**src/rtl/cdr_serial_tx.sv**
```systemverilog
// rtl/cdr_serial_tx.sv - CDR link serial transmitter: preamble framing, MSB-first serializer, run-length stuffing.
// Optional PRBS7 data scrambler enabled by defining CDR_TX_SCRAMBLE_EN.
module cdr_serial_tx #(
  parameter int WIDTH        = 8,
  parameter int PREAMBLE_LEN = 16,
  parameter int MAX_RUN      = 5
) (
  input  logic             refclk,
  input  logic             rst_n,
  input  logic             tx_en,
  input  logic [WIDTH-1:0] din,
  input  logic             din_valid,
  output logic             din_ready,
  output logic             sdata,
  output logic             tx_active,
  output logic             stuff_flag,
  output logic             frame_done
);

  localparam int PW = $clog2(PREAMBLE_LEN + 1);
  localparam int BW = $clog2(WIDTH + 1);
  localparam int RW = $clog2(MAX_RUN + 1);

  typedef enum logic [1:0] {IDLE, PREAMBLE, DATA} state_t;

  state_t           state_q, state_d;
  logic [WIDTH-1:0] buf_q, buf_d;
  logic             buf_full_q, buf_full_d;
  logic [WIDTH-1:0] shift_q, shift_d;
  logic [PW-1:0]    pre_cnt_q, pre_cnt_d;
  logic [BW-1:0]    bit_cnt_q, bit_cnt_d;
  logic [RW-1:0]    run_q, run_d;
  logic             sdata_q, sdata_d;
  logic             stuff_q, stuff_d;
  logic             active_q, active_d;
  logic             done_q, done_d;
  logic             push, pop, word_end;
  logic [WIDTH-1:0] word;
`ifdef CDR_TX_SCRAMBLE_EN
  logic [6:0]       prbs_q, prbs_d;
  logic             prbs_out;
`endif

  assign din_ready  = !buf_full_q;
  assign sdata      = sdata_q;
  assign tx_active  = active_q;
  assign stuff_flag = stuff_q;
  assign frame_done = done_q;

  always_comb begin
    push      = din_valid && !buf_full_q;
    pop       = 1'b0;
    state_d   = state_q;
    shift_d   = shift_q;
    pre_cnt_d = pre_cnt_q;
    bit_cnt_d = bit_cnt_q;
    sdata_d   = 1'b0;
    stuff_d   = 1'b0;
    active_d  = 1'b0;
    done_d    = 1'b0;
    word_end  = (bit_cnt_q == BW'(WIDTH));
    // At a word boundary the next data bit comes straight from the holding buffer.
    word      = word_end ? buf_q : shift_q;
`ifdef CDR_TX_SCRAMBLE_EN
    prbs_d    = prbs_q;
    prbs_out  = prbs_q[6] ^ prbs_q[5];
`endif
    case (state_q)
      IDLE: begin
        if (tx_en && buf_full_q) begin
          state_d   = PREAMBLE;
          pop       = 1'b1;
          shift_d   = buf_q;
          pre_cnt_d = PW'(1);
          sdata_d   = 1'b1;
          active_d  = 1'b1;
`ifdef CDR_TX_SCRAMBLE_EN
          prbs_d    = 7'h7F;
`endif
        end
      end
      PREAMBLE: begin
        active_d  = 1'b1;
        sdata_d   = ~pre_cnt_q[0];
        pre_cnt_d = pre_cnt_q + PW'(1);
        if (pre_cnt_q == PW'(PREAMBLE_LEN - 1)) begin
          state_d   = DATA;
          bit_cnt_d = '0;
        end
      end
      DATA: begin
        if (word_end && !(tx_en && buf_full_q)) begin
          state_d = IDLE;
          done_d  = 1'b1;
        end else begin
          active_d = 1'b1;
          if (word_end) begin
            pop       = 1'b1;
            shift_d   = buf_q;
            bit_cnt_d = '0;
          end
          // Stuff bits hold the shifter, so word timing slips by one cycle.
          if (run_q >= RW'(MAX_RUN)) begin
            sdata_d = ~sdata_q;
            stuff_d = 1'b1;
          end else begin
`ifdef CDR_TX_SCRAMBLE_EN
            sdata_d = word[WIDTH-1] ^ prbs_out;
            prbs_d  = {prbs_q[5:0], prbs_out};
`else
            sdata_d = word[WIDTH-1];
`endif
            shift_d = {word[WIDTH-2:0], 1'b0};
            if (word_end) bit_cnt_d = BW'(1);
            else          bit_cnt_d = bit_cnt_q + BW'(1);
          end
        end
      end
      default: state_d = IDLE;
    endcase
    buf_d      = push ? din : buf_q;
    buf_full_d = push | (buf_full_q & ~pop);
    if (sdata_d != sdata_q)       run_d = RW'(1);
    else if (run_q < RW'(MAX_RUN)) run_d = run_q + RW'(1);
    else                          run_d = run_q;
  end

  always_ff @(posedge refclk or negedge rst_n) begin
    if (!rst_n) begin
      state_q    <= IDLE;
      buf_q      <= '0;
      buf_full_q <= 1'b0;
      shift_q    <= '0;
      pre_cnt_q  <= '0;
      bit_cnt_q  <= '0;
      run_q      <= RW'(1);
      sdata_q    <= 1'b0;
      stuff_q    <= 1'b0;
      active_q   <= 1'b0;
      done_q     <= 1'b0;
`ifdef CDR_TX_SCRAMBLE_EN
      prbs_q     <= 7'h7F;
`endif
    end else begin
      state_q    <= state_d;
      buf_q      <= buf_d;
      buf_full_q <= buf_full_d;
      shift_q    <= shift_d;
      pre_cnt_q  <= pre_cnt_d;
      bit_cnt_q  <= bit_cnt_d;
      run_q      <= run_d;
      sdata_q    <= sdata_d;
      stuff_q    <= stuff_d;
      active_q   <= active_d;
      done_q     <= done_d;
`ifdef CDR_TX_SCRAMBLE_EN
      prbs_q     <= prbs_d;
`endif
    end
  end

endmodule

```
**config.mk**
```make
export PLATFORM = sky130hd
export DESIGN_NAME = cdr_serial_tx
export DESIGN_NICKNAME = d
export VERILOG_FILES = /design/src/rtl/cdr_serial_tx.sv
export SDC_FILE = /design/constraint.sdc
export NUM_CORES = 1
export LEC_CHECK = 0
export CAP_MARGIN = 10
export CORE_ASPECT_RATIO = 1.75
export CORE_MARGIN = 1
export CORE_UTILIZATION = 50
export CTS_CLUSTER_DIAMETER = 100
export DETAILED_ROUTE_END_ITERATION = 12
export PLACE_DENSITY = 0.73
export SETUP_SLACK_MARGIN = 0.5
export SLEW_MARGIN = 20
export SYNTH_ARGS = -nofsm -noshare
export SYNTH_HDL_FRONTEND = slang
export SYNTH_SLANG_ARGS = --single-unit
```
**constraint.sdc**
```tcl
create_clock -name refclk -period 3.2 [get_ports refclk]
set_input_delay 0.64 -clock refclk [delete_from_list [all_inputs] [get_ports refclk]]
set_output_delay 0.64 -clock refclk [all_outputs]
set_load 0.01 [all_outputs]
```
==> flow_summary.rst <==
.. list-table::
   :header-rows: 1

   * - Metric
     - Value
   * - Setup-failing EPs final
     - 0
   * - Main flop type after synthesis
     - sky130_fd_sc_hd__dfrtp_1
   * - Synth warnings
     - 0
   * - Buffer levels on the longest clock path
     - 2
   * - Root buffer cell
     - sky130_fd_sc_hd__clkbuf_8
   * - Hold_buf cts
     - 0
   * - Power per cell area
     - 912 nW/um2
   * - Maximum level of the CTS H-tree
     - 2
   * - Vias in the first global route
     - 1359
   * - Cell chain of the critical path
     - inv_1, ha_1, and3b_2, o21ai_2, o31ai_2, a22o_1
   * - Largest net degree at the start of global routing
     - 36
   * - Unrepaired setup endpoints after global routing
     - no
   * - Overall track demand over capacity in global routing
     - 23.3%
   * - Result of the run
     - finished clean
   * - Die Footprint
     - 3900 um2
   * - Die W
     - 47.6 um
   * - Antenna fix cells
     - 0
   * - Area of the mapped netlist
     - 1820 um2
   * - Average footprint of a synthesized cell
     - 10.5 um2
   * - Worst vdd rail ir drop
     - 0.571 mV
   * - Antenna violations before repair
     - 0
   * - FF+latch count, synth
     - 35
   * - Min setup slack post-route
     - 1010 ps
   * - Cell type with the highest aggregate area in the netlist
     - sky130_fd_sc_hd__dfrtp_1
   * - Number of violations reported at the end of detailed-routing iteration 0
     - 43
   * - Post-DR wirelength/cell
     - 16.5 um
   * - Estimated wirelength of the detail-placed design
     - 2.88 mm
   * - CTS tree
     - built
   * - Sequential fraction of the synthesis area
     - 48.1%
   * - Residual overflow from global routing
     - 0
   * - Endpoint, Worst Hold
     - pre_cnt_q[4]
   * - Synth Net Count
     - 192
   * - Top fanout value on the critical path
     - 13
   * - Area share of the largest cell type after synthesis
     - 46.7%
   * - Max transition margin
     - 64.6%
   * - Final count of hold timing violations
     - 0
   * - Worst reg2reg startpoint
     - bit_cnt_q[0]
   * - Core Rows
     - 28
   * - Total setup buffers inserted after CTS
     - 0
   * - Iteration count of the initial detailed-routing pass
     - 4
   * - Reg2reg end
     - shift_q[5]
   * - Fraction of final layout cells sized beyond drive strength 1
     - 12.9%
   * - Placeable Area
     - 3430 um2
   * - Starting utilization of the core area
     - 53.1%
   * - Required time at the worst-slack endpoint
     - 3380 ps
   * - Endpoint type of the worst setup path
     - flip-flop
   * - Worst Setup SP
     - bit_cnt_q[0]
   * - Reg-to-reg slack, setup
     - 1010 ps
   * - Library cell contributing the largest single delay on the critical path
     - sky130_fd_sc_hd__o21ai_2
   * - Cells after synthesis
     - 174
   * - Hold path startpoint
     - pre_cnt_q[4]
   * - CTS Sinks
     - 35
   * - I/O pin count
     - 17
   * - Startpoint Class
     - flip-flop
   * - CP Class
     - flip-flop to flip-flop
   * - Drt via density
     - 5.76
   * - Drt drc
     - 0
   * - Port buffer count
     - 16
   * - # resized after CTS
     - 0
   * - Top area cells in the synthesized netlist
     - sky130_fd_sc_hd__dfrtp_1, sky130_fd_sc_hd__ha_1, sky130_fd_sc_hd__a22o_1, sky130_fd_sc_hd__mux2_2, sky130_fd_sc_hd__nand2_1
   * - Tcrit/Tclk final
     - 68.3%
   * - Post-route ant nets
     - 0
   * - Via count
     - 1377
   * - Setup tns final
     - 0 ps
   * - Final slew viol count
     - 0
   * - Number of flops mapped to enable cells by yosys
     - 0
   * - Max cap viols
     - 0
   * - Number of cells traversed by the worst register-to-register path
     - 6
   * - Clock period minus final worst setup slack
     - 2190 ps
   * - Gp weighted congestion
     - 0.841
   * - Max frequency
     - 0.457 GHz
   * - Post-layout util
     - 62.2%
   * - Post-synthesis cell type count
     - 39
   * - Maximum clock skew at final layout
     - 6.59 ps
   * - Min-Delay Path Depth
     - 2
   * - Static leakage
     - 0.941 nW
   * - Highest cell delay on the worst timing path
     - 480 ps
   * - Total power of the final layout
     - 1.95 mW
   * - Final non-filler cell total
     - 239
   * - Skew-Pair Late Insertion Delay
     - 300 ps
   * - Setup WS pre-CTS
     - 914 ps
   * - Placed Cells
     - 231
   * - Clock edge transition at the registers on the reported setup and hold paths
     - 80 ps
   * - Post-synthesis to final-layout area growth
     - 17.2%
   * - Hold Path Class
     - flip-flop to flip-flop
   * - Transition time at the pin with the least slew margin
     - 531 ps
   * - Wire length of the first global-routing pass
     - 6.24 mm
   * - Final net count
     - 211
   * - Total wire length
     - 3.94 mm
   * - Height of the die
     - 81.9 um
   * - Proportion of register bits with asynchronous set or reset after synthesis
     - 100%
   * - Clock buffer count from CTS
     - 5
   * - Worst Path Arrival
     - 2370 ps
## critical path: cells and delay by family, from the launching register on
family | cells | cell delay, ps
and+or+nand+nor | 1 | 350
buffers and inverters | 1 | 60
AOI/OAI and AO/OA | 3 | 1000
DFF | 1 | 420
adders and majority gates | 1 | 230
## metrics by stage
step           hold WS (ps)  area [um2]
2_1_floorplan           344        1820
6_report                483        2140
4_1_cts                 490        2140
5_1_grt                 525        2140
3_3_place_gp            462        2020
3_5_place_dp            473        2020
## cell type report
type	instances	area, um2
clock buffers	5	68.8
well taps	45	56.3
inverters	12	45.0
repair buffers	18	175
fillers	296	1300
clock inverters	3	47.5
multi-input cells	121	866
flip-flops and latches	35	877
## synth_stat cells, drive strengths merged, types with 2 or more instances
master   count
mux2i        6
nand3        5
dfrtp       34
mux4         2
inv         12
mux2         6
o21ai       12
o21bai       2
a21oi        9
o31ai        2
nand2b       5
nand2       17
o22ai        5
nor2         9
a22o         8
nand3b       2
a21o         4
a2bb2oi      2
nor3         3
a31oi        3
nor2b        2
and3         2
ha           6
buf          5
## layout by cell type, fill, tap and decap left out, drive strengths merged
cell            n
o21ai          12
nand2b          5
bufinv          1
and3b           1
nor3b           1
o31ai           2
buf             2
a31oi           3
clkbuf          5
ha              6
inv            13
nor2b           2
mux2            6
o211ai          1
mux2i           6
nand3           5
o21bai          2
nand4b          1
clkdlybuf4s50  16
and2            1
clkinv          1
nand2          17
nand3b          2
nor2            9
and3            2
o31a            1
nor3            3
mux4            2
o22ai           5
a21o            4
and2b           1
a22o            8
a41o            1
a2bb2oi         2
dfstp           1
a21oi           9
dfrtp          34
a311o           1
## cell families after synthesis
logic type	after synthesis	synth area share (%)
buffers and inverters	18	4.39
AO/OA/AOI/OAI	51	20.2
AND/OR/NAND/NOR	50	13.7
adder cells (fa/ha/maj)	6	4.12
multiplexers	14	9.47
flip-flops	35	48.1
## how the worst max path moves through the flow
| stage | to |
|---|---|
| after floorplan | run_q[0] |
| after global placement | bit_cnt_q[0] |
| after detailed placement | shift_q[2] |
| after CTS | shift_q[5] |
| after global routing | shift_q[5] |
| final | shift_q[5] |
## state kept, by name, summed over array words and instances, names as in the netlist
| name | cells |
|---|---|
| buf_full_q | 1 |
| stuff_flag | 1 |
| frame_done | 1 |
| shift_q | 8 |
| buf_q | 8 |
| state_q | 2 |
| sdata | 1 |
| run_q | 3 |
| pre_cnt_q | 5 |
| bit_cnt_q | 4 |
| tx_active | 1 |
## metal layers
layer	share of wire, %	GRT usage (%)
met2	55	41.5
met3	2.3	4.84
met4	3.2	12.8
met5	0	0
met1	39	23.8
## power by group
part	switching (mW)	internal, mW	total, mW
combinational	0.343	0.372	0.716
clock	0.180	0.236	0.416
sequential	0.187	0.629	0.816
Power figures use the tool's default switching activity.
